[config.mk]
export PLATFORM = sky130hd
export DESIGN_NAME = axi4_wr_burst_master
export DESIGN_NICKNAME = d
export VERILOG_FILES = /design/src/rtl/axi4_wr_burst_master.sv
export SDC_FILE = /design/constraint.sdc
export NUM_CORES = 1
export LEC_CHECK = 0
export BUFFER_PORTS_ARGS = -buffer_cell sky130_fd_sc_hd__buf_2
export CORE_AREA = 2 2 148 150
export CTS_CLUSTER_DIAMETER = 60
export DETAILED_ROUTE_END_ITERATION = 8
export DIE_AREA = 0 0 150 152
export GPL_ROUTABILITY_DRIVEN = 0
export PLACE_DENSITY_LB_ADDON = 0.12
export SETUP_SLACK_MARGIN = 0.05
export SYNTH_ARGS = -nofsm -noshare
export SYNTH_HDL_FRONTEND = slang
export SYNTH_SLANG_ARGS = --single-unit
[constraint.sdc]
create_clock -name CLK -period 4.3 [get_ports CLK]
set_input_delay 0.86 -clock CLK [delete_from_list [all_inputs] [get_ports CLK]]
set_output_delay 0.86 -clock CLK [all_outputs]
set_load 0.01 [all_outputs]
[src/rtl/axi4_wr_burst_master.sv]
// Single-command AXI4 write master: splits 4 KB crossings into two INCR bursts.
// Optional BRESP watchdog enabled by defining AXI4_WR_BURST_WDOG_EN.
module axi4_wr_burst_master #(
   parameter int ADDR_W = 14,
   parameter int DATA_W = 128,
   parameter int ID_W = 2,
   parameter logic [3:0] AWCACHE_VAL = 4'b0011
) (
   input  logic                CLK,
   input  logic                RST,
   input  logic                cmd_valid,
   output logic                cmd_ready,
   input  logic [ADDR_W-1:0]   cmd_addr,
   input  logic [7:0]          cmd_len,
   input  logic [ID_W-1:0]     cmd_id,
   input  logic                wd_valid,
   output logic                wd_ready,
   input  logic [DATA_W-1:0]   wd_data,
   input  logic [DATA_W/8-1:0] wd_strb,
   output logic                rsp_valid,
   input  logic                rsp_ready,
   output logic [ID_W-1:0]     rsp_id,
   output logic [1:0]          rsp_resp,
   output logic [ADDR_W-1:0]   awaddr,
   output logic [7:0]          awlen,
   output logic [ID_W-1:0]     awid,
   output logic [2:0]          awsize,
   output logic [1:0]          awburst,
   output logic [3:0]          awcache,
   output logic                awlock,
   output logic [2:0]          awprot,
   output logic [3:0]          awqos,
   output logic [3:0]          awregion,
   output logic                awvalid,
   input  logic                awready,
   output logic [DATA_W-1:0]   wdata,
   output logic [DATA_W/8-1:0] wstrb,
   output logic                wlast,
   output logic                wvalid,
   input  logic                wready,
   input  logic [ID_W-1:0]     bid,
   input  logic [1:0]          bresp,
   input  logic                bvalid,
`ifdef AXI4_WR_BURST_WDOG_EN
   output logic                wdog_err,
`endif
   output logic                bready
);

   localparam int PW = ADDR_W - 12;

   typedef enum logic [1:0] {S_IDLE, S_BURST, S_BRESP, S_RSP} state_t;

   state_t              state_q, state_d;
   logic [ADDR_W-1:0]   awaddr_q, awaddr_d, b1_addr_q, b1_addr_d;
   logic [7:0]          awlen_q, awlen_d, b1_len_q, b1_len_d;
   logic [7:0]          beat_q, beat_d;
   logic [ID_W-1:0]     id_q, id_d;
   logic                b1_pend_q, b1_pend_d;
   logic                aw_done_q, aw_done_d, w_done_q, w_done_d;
   logic [1:0]          resp_q, resp_d;

   logic [ADDR_W-1:0]   c_addr;
   logic [PW-1:0]       c_page;
   logic [8:0]          c_total, c_avail;
   logic                in_burst, aw_fire, w_fire, last_beat;
   logic                unused_ok;

   assign unused_ok = ^{cmd_addr[3:0], bid};

   assign in_burst  = state_q == S_BURST;
   assign last_beat = beat_q == awlen_q;
   assign cmd_ready = state_q == S_IDLE;
   assign awvalid   = in_burst && !aw_done_q;
   assign wvalid    = in_burst && !w_done_q && wd_valid;
   assign wd_ready  = in_burst && !w_done_q && wready;
   assign wlast     = in_burst && last_beat;
   assign wdata     = wd_data;
   assign wstrb     = wd_strb;
   assign bready    = state_q == S_BRESP;
   assign rsp_valid = state_q == S_RSP;
   assign rsp_id    = id_q;
   assign rsp_resp  = resp_q;
   assign awaddr    = awaddr_q;
   assign awlen     = awlen_q;
   assign awid      = id_q;
   assign awsize    = 3'b100;
   assign awburst   = 2'b01;
   assign awcache   = AWCACHE_VAL;
   assign awlock    = 1'b0;
   assign awprot    = 3'b000;
   assign awqos     = 4'h0;
   assign awregion  = 4'h0;

   assign aw_fire = awvalid && awready;
   assign w_fire  = wvalid && wready;

   always_comb begin
      c_addr    = {cmd_addr[ADDR_W-1:4], 4'h0};
      c_page    = c_addr[ADDR_W-1:12] + PW'(1);
      c_total   = {1'b0, cmd_len} + 9'd1;
      c_avail   = 9'd256 - {1'b0, c_addr[11:4]};
      state_d   = state_q;
      awaddr_d  = awaddr_q;
      awlen_d   = awlen_q;
      b1_addr_d = b1_addr_q;
      b1_len_d  = b1_len_q;
      b1_pend_d = b1_pend_q;
      beat_d    = beat_q;
      id_d      = id_q;
      aw_done_d = aw_done_q;
      w_done_d  = w_done_q;
      resp_d    = resp_q;
      unique case (state_q)
         S_IDLE: begin
            if (cmd_valid) begin
               awaddr_d  = c_addr;
               id_d      = cmd_id;
               resp_d    = 2'b00;
               beat_d    = 8'd0;
               aw_done_d = 1'b0;
               w_done_d  = 1'b0;
               b1_addr_d = {c_page, 12'h000};
               b1_len_d  = 8'(c_total - c_avail - 9'd1);
               // A burst may not cross 4 KB; the remainder becomes burst 1
               if (c_total > c_avail) begin
                  awlen_d   = 8'(c_avail - 9'd1);
                  b1_pend_d = 1'b1;
               end else begin
                  awlen_d   = cmd_len;
                  b1_pend_d = 1'b0;
               end
               state_d = S_BURST;
            end
         end
         S_BURST: begin
            if (aw_fire) aw_done_d = 1'b1;
            if (w_fire) begin
               if (last_beat) w_done_d = 1'b1;
               else beat_d = beat_q + 8'd1;
            end
            if ((aw_done_q || aw_fire) &&
                (w_done_q || (w_fire && last_beat))) begin
               aw_done_d = 1'b0;
               w_done_d  = 1'b0;
               beat_d    = 8'd0;
               state_d   = S_BRESP;
            end
         end
         S_BRESP: begin
            if (bvalid) begin
               if (resp_q == 2'b00) resp_d = bresp;
               if (b1_pend_q) begin
                  awaddr_d  = b1_addr_q;
                  awlen_d   = b1_len_q;
                  b1_pend_d = 1'b0;
                  state_d   = S_BURST;
               end else begin
                  state_d = S_RSP;
               end
            end
         end
         S_RSP: begin
            if (rsp_ready) state_d = S_IDLE;
         end
         default: state_d = S_IDLE;
      endcase
   end

   always_ff @(posedge CLK or posedge RST) begin
      if (RST) begin
         state_q   <= S_IDLE;
         awaddr_q  <= '0;
         awlen_q   <= '0;
         b1_addr_q <= '0;
         b1_len_q  <= '0;
         b1_pend_q <= 1'b0;
         beat_q    <= '0;
         id_q      <= '0;
         aw_done_q <= 1'b0;
         w_done_q  <= 1'b0;
         resp_q    <= '0;
      end else begin
         state_q   <= state_d;
         awaddr_q  <= awaddr_d;
         awlen_q   <= awlen_d;
         b1_addr_q <= b1_addr_d;
         b1_len_q  <= b1_len_d;
         b1_pend_q <= b1_pend_d;
         beat_q    <= beat_d;
         id_q      <= id_d;
         aw_done_q <= aw_done_d;
         w_done_q  <= w_done_d;
         resp_q    <= resp_d;
      end
   end

`ifdef AXI4_WR_BURST_WDOG_EN
   logic [9:0] wd_cnt_q, wd_cnt_d;
   logic       wdog_err_q, wdog_err_d;

   assign wdog_err = wdog_err_q;

   always_comb begin
      wd_cnt_d   = 10'd0;
      wdog_err_d = wdog_err_q || (wd_cnt_q == 10'h3FF);
      if (state_q == S_BRESP)
         wd_cnt_d = (wd_cnt_q == 10'h3FF) ? wd_cnt_q : wd_cnt_q + 10'd1;
   end

   always_ff @(posedge CLK or posedge RST) begin
      if (RST) begin
         wd_cnt_q   <= '0;
         wdog_err_q <= 1'b0;
      end else begin
         wd_cnt_q   <= wd_cnt_d;
         wdog_err_q <= wdog_err_d;
      end
   end
`endif

endmodule

==> metrics, run 1 <==
Critical Path Max Stage Delay 0.34 ns; Synth warnings 0; Reg area roughly 1100 um2; r2r startpoint state_q[1]; most frequent CP cell a21oi_1; post-CTS sizing 0; Rows 54; DP Wirelength about 9.0 mm; Post-Route Setup TNS 0 ns; routed wire length ~11 mm; post-CTS setup buffers 0; crit-path cells buf_2, inv_1, ha_1, nor3b_1, xnor2_1, inv_1, ha_1, a21oi_1, o21ai_0, o21ai_0, a21oi_1, o211ai_2, buf_4, mux2i_1, a21oi_1; clk sink count 45; clock latency on the worst-skew pair ~0.3 ns; Final Hold Vio Count 0; outcome finished clean; area of the multi-input gates 1826 um2; Max stage delay cell, worst path ha_1; Hold Crit Class reg -> reg; Cells on Worst Hold Path 2; Async SR Flop Fraction 1.000; leading area contributor after synthesis buf_4; Primary FF master, synth dfrtp_1; top-area cell type share of the netlist area 0.2993; VDD IR max about 0.00016 V; area growth from synthesis to layout -9.481%; CTS H-tree depth 2; routed length per instance 15.75 um; Final Cycle Share 0.8141; r2r setup slk 1.85 ns; top cells by instance count after synthesis buf_4 (171), dfrtp_1 (45), nand2_1 (41), o21ai_0 (32), a21oi_1 (24); Via Count around 2800; ANT cells 0; layout cells sized above 1 0.2028; Post-Syn Area 4289 um2; drt first pass iters 4; Root Driver clkbuf_16; cell family with most CP delay compound AO/OA/AOI/OAI gates; most numerous cell in the Yosys netlist buf_4; RSZ-0062 raised after global routing false; CTS Buf Count 5; power per standard cell area approximately 540 nW/um2; CP Launch Type input port; fmax between 200 and 300 MHz; Hold Path End b1_len_q[6]; top post-synthesis cells by area buf_4 (30%), dfrtp_1 (26%), xor2_1 (4.1%), ha_1 (3.8%), o21ai_0 (3.7%); Yosys cell types 48; Fin Clk Skew 0.009180 ns; Bufs and invs on worst path 4; CTS tree yes; DRT iter0 DRCs between 80 and 90; # nets final slightly above 600; remaining antenna violation count 0; CP required 4.47 ns; core area approximately 21000 um2; Via density 3.942; vias in the first global route roughly 2900; Area after DPL about 3700 um2; post-synthesis sequential area ratio 0.2625; #FFs+latches synth 45; clk buf depth 2; Max-Cap Viols 0; setup violators final 0; critical path fanouts, max 9; Least-Margin Pin Slew around 0.7 ns; number of placed I/O pins 380; crit path kind in -> reg; HP Start b1_len_q[6]; Mapped Avg Cell Area ~8.4 um2; cts hold-fix bufs 0; IO Port Bufs 60; P_leak between 1.5 and 2 nW; Post-synth EDFFs 0; max_slew headroom 0.5220; CTS clk-pin slew, worst paths ~0.060 ns; DRC errors left 0; Final min period 3.501 ns; Cell Count, Final, Fillers Out roughly 700; post-layout util 0.1818; dpl cells ~700; design area 3882 um2; cells after synthesis about 500; chip height approximately 150 um; Starting Density 0.2009; initial antenna violation count 0; Die Wd around 150 um; grt ovf 0; pin count of the biggest net entering global routing 46; Fillers between 2000 and 2500; first-pass GRT wire length ~17 mm; die area approximately 23000 um2; pins over their slew limit 0; pre-CTS WS about 0.44 ns; CP endpoint kind flip-flop; Tot GR Track Use 0.09623; WP data arrival about 3.7 ns; r2r endpoint beat_q[7]; R2R cell count 7; setup ws final 0.7992 ns
worst reg2reg max path, cell delays in order, from the launching register on:
cell and delay (ns):
dfrtp_1 0.63, nor2b_1 0.39, and4b_1 0.38, a31oi_1 0.14, o21ai_0 0.18, buf_4 0.17, and2_0 0.35, nor2_1 0.10
worst max-delay path by stage:
stage | start | end | slack (ns) | depth (start not counted)
6_report | cmd_addr[4] | awlen[6] | 0.80 | 15
5_1_grt | cmd_addr[4] | awlen[3] | 0.50 | 15
3_3_place_gp | cmd_addr[4] | awlen[6] | 0.44 | 15
4_1_cts | cmd_addr[4] | awlen[6] | 0.75 | 15
3_5_place_dp | cmd_addr[4] | awlen[3] | 0.44 | 15
2_1_floorplan | cmd_addr[4] | awlen[0] | 1.07 | 14
cell type report:
class,instances,share of cell area
multi-input combinational,289,0.4702
timing repair buffer,67,0.09088
clock inverter,3,0.01192
clock buffer,5,0.03223
sequential,45,0.2900
tap,280,0.09024
inverter,15,0.01450
cell families after synthesis:
family | count (synthesis) | synth area share
compound gates | 85 | 0.1222
xor+xnor | 36 | 0.07351
fa+ha+maj | 15 | 0.04493
buf+inv | 201 | 0.3320
flops | 45 | 0.2625
mux | 11 | 0.02567
other cells | 2 | 0.001751
simple gates | 117 | 0.1374
where the power goes:
part / internal, mW / total (mW) / switching (mW)
clock: 0.276 / 0.458 / 0.183
combinational: 0.377 / 0.905 / 0.528
sequential: 0.584 / 0.743 / 0.158
total: 1.24 / 2.11 / 0.869
stage by stage:
step                hold WS [ns]  total power [mW]
floorplan                 0.4368             1.509
global placement          0.4548             1.688
detailed placement        0.4601             1.685
CTS                       0.4781             2.161
global route              0.5008             2.321
finish                    0.4753             2.105
sequential cells by signal, indices dropped and copies added (netlist names):
name	cells
aw_done_q	1
awaddr	10
awid	2
awlen	8
b1_addr_q	2
b1_len_q	8
b1_pend_q	1
beat_q	8
rsp_resp	2
state_q	2
w_done_q	1
cell usage in the layout, fill, tap and decap left out, types with 2 or more instances in the layout:
master      n
and3_1      3
buf_2      60
nand2_1    41
mux2i_1    11
dfrtp_1    45
nand3b_1    9
conb_1     25
o211ai_1    2
or2_2       2
nand2b_1    3
o21ai_0    32
nor3b_1     3
nor2_1     20
a21oi_1    24
inv_1      14
and2_1      4
or3_4       2
nor3_1      4
a31oi_1     3
o21bai_1    2
a21o_1      2
a22o_2      2
a22o_1      7
buf_4       7
a31o_2      2
a211o_1     2
nor2b_1     3
ha_1       13
clkbuf_16   5
xor2_1     20
nand3_1    13
nor4_1      3
xnor2_1    16
nand4_1     4
layer usage:
layer  share of wire  global-route usage  vias to the layer above
met1            0.43              0.1197                     1294
li1                -                   -                     1327
met2            0.48              0.1600                      115
met3           0.069             0.02643                       39
met4           0.019             0.03145                        0
met5               0                   0                        -
No activity file was read; power rests on OpenSTA's default activity.
==> inputs of run 2 (changes only) <==
Settings changed: ABC_AREA from default to 1, CORE_AREA 2 2 148 150 to 2 2 149 151, DIE_AREA 0 0 150 152 to 0 0 151 153.
Clock period 4.3 ns to 2.9 ns, I/O delays scaled along.
==> run 2 against run 1 <==
Net effect:
- utilization is 1.6 points higher
- largest cell class unchanged
- critical path type unchanged
- cell count is 17% higher
- synthesized cell count is 18% higher
- global-route usage up 0.93 points
==> metrics, run 2 <==
Via Count 3242 (+17%); clk buf depth 2 (unchanged); met1 wire length 5.091 mm (+7.2%); top cells by instance count after synthesis buf_4 (172), nand2_1 (117), inv_1 (47), dfrtp_1 (45), nor2_1 (39); die area 23100 um2 (+1.3%); cts hold-fix bufs 0 (unchanged); drt first pass iters 4 (unchanged); Critical Path Max Stage Delay 0.31 ns (-0.03 ns); CTS H-tree depth 2 (unchanged); Starting Density 0.2087 (+0.007763); DRT iter0 DRCs 112 (+29%); Final Cycle Share 0.8919; setup violators final 0 (unchanged); Rows 54 (unchanged); CTS clk-pin slew, worst paths 0.07 ns (about the same); chip height 153 um (+0.66%); post-synthesis sequential area ratio 0.2512 (-0.01136); metal3 WL 1.214 mm (+59%); #FFs+latches synth 45 (unchanged); grt ovf 0 (unchanged); post-CTS sizing 0 (unchanged); DP Wirelength 10.41 mm (+16%); initial antenna violation count 0 (unchanged); leading area contributor after synthesis buf_4; Root Driver clkbuf_16; area growth from synthesis to layout -5.191%; remaining antenna violation count 0 (unchanged); CP Launch Type input port; Yosys cell types 40 (-17%); post-CTS setup buffers 0 (unchanged); most frequent cells in the layout nand2_1 (117), buf_2 (60), inv_1 (46); Post-synth EDFFs 0 (unchanged); Post-Syn Area 4483 um2 (+4.5%); RSZ-0062 raised after global routing false; VDD IR max 0.0001826 V (+15%); clk sink count 45 (unchanged); power per standard cell area 761.1 nW/um2 (+40%); cells after synthesis 605 (+18%); # nets final 734 (+19%); DRC errors left 0 (unchanged); Tot GR Track Use 0.1055 (+0.009282); pin count of the biggest net entering global routing 27 (-41%); Max stage delay cell, worst path ha_1; P_leak 2.178 nW (+19%); top sig layer met4; Via density 3.949 (+0.18%); outcome finished clean; fmax just under 400 MHz; routed wire length 12.34 mm (+11%); routed length per instance 15.03 um (-4.6%); crit path kind in -> reg; number of placed I/O pins 380 (unchanged); first-pass GRT wire length 18.64 mm (+10%); most common cell after layout, fill and taps aside nand2_1; Mapped Avg Cell Area 7.410 um2 (-12%); Max-Cap Viols 0 (unchanged); Primary FF master, synth dfrtp_1; CP endpoint kind flip-flop; Async SR Flop Fraction 1.000 (unchanged); top-area cell type share of the netlist area 0.2880 (-0.01127); critical path fanouts, max 9 (unchanged); Hold Crit Class in -> async; WP data arrival 2.78 ns (-0.89 ns); pins over their slew limit 0 (unchanged); IO Port Bufs 60 (unchanged); Die Wd 151 um (+0.67%); core area 21490 um2 (+0.63%); Final Hold Vio Count 0 (unchanged); clock latency on the worst-skew pair 0.30 ns (about the same); CTS Buf Count 5 (unchanged); Synth warnings 0 (unchanged); Final min period 2.587 ns; crit-path cells buf_2, inv_2, ha_1, or2_2, nand2_1, inv_1, ha_1, nand2_1, nor2_1, nand2_1, nand3_1, nand4_1, nand2_1, nand2_1, nand2_4, nand2_4, nand2_1, nand3_1, nand2_1, nand2_1; CP required 3.09 ns (-1.38 ns); layout cells sized above 1 0.2440 (+0.04116); top post-synthesis cells by area buf_4 (29%), dfrtp_1 (25%), nand2_1 (9.8%), inv_1 (3.9%), nand3_1 (3.8%); ANT cells 0 (unchanged); most frequent CP cell nand2_1; Largest register FFs 10 (unchanged); Fin Clk Skew 0.006101 ns (-0.003079 ns); Hold WS 0.2661 ns (-0.2092 ns); vias in the first global route 3209 (+12%); most numerous cell in the Yosys netlist buf_4; CTS tree yes; met2 wire len 5.790 mm (+8.1%); total power 3.235 mW (+54%)
-- run 2: final cells by class --
type / instances / area [um2]
fillers: 2494 / 17240
multi-input cells: 348 / 1904
flip-flops and latches: 45 / 1126
repair buffers: 88 / 510.5
well taps: 280 / 350.3
inverters: 52 / 197.7
clock buffers: 7 / 152.6
clock inverters: 1 / 8.758
-- run 2: cells by family after synthesis --
kind of cell | share of synthesized area
AOI/OAI and AO/OA | 0.06419
xor gates and xnor gates | 0.05833
adders and majority gates | 0.04075
buffers and inverters | 0.3461
DFF | 0.2512
other | 0.001675
and+or+nand+nor | 0.2378
-- run 2: final timing paths --
check / start / end / slack, ns / depth (start not counted)
setup / recovery: cmd_addr[4] / awlen[3] / 0.31 / 20
hold / removal: RST / rsp_resp[1] / 0.27 / 2
setup reg to reg: state_q[1] / awlen[3] / 0.63 / 9
hold reg to reg: awaddr[4] / awaddr[4] / 0.48 / 2
max in group asynchronous: RST / awaddr[10] / 2.05 / 3
min in group CLK: cmd_id[1] / awid[1] / 0.48 / 3
-- run 2: metal layers --
layer / global-route usage / vias up
met5: 0 / -
met2: 0.1716 / 154
met3: 0.04358 / 31
met4: 0.03071 / 0
met1: 0.1272 / 1479
li1: - / 1578
-- run 2: metrics by stage --
stage / std cells / setup slack (ns) / utilization / setup TNS [ns] / instance area (um2)
floorplan: 628 / 0.1734 / - / 0 / 4569
global placement: 813 / -0.03484 / 0.1897 / -0.1247 / 4076
detailed placement: 813 / -0.03842 / 0.1897 / -0.1428 / 4076
CTS: 821 / 0.2593 / 0.1972 / 0 / 4238
global route: 821 / 0.05683 / 0.1978 / 0 / 4250
finish: 821 / 0.3134 / 0.1978 / 0 / 4250
-- run 2: power breakdown --
group | total, mW | internal (mW) | switching (mW) | leakage (nW)
clock | 0.631 | 0.370 | 0.261 | 0.0805
sequential | 1.08 | 0.864 | 0.212 | 0.576
combinational | 1.53 | 0.567 | 0.961 | 1.52
-- run 2: critical path, delay by kind of cell --
kind	cells	cell delay [ns]
adders and majority gates	2	0.52
buffers and inverters	3	0.20
and+or+nand+nor	15	1.42
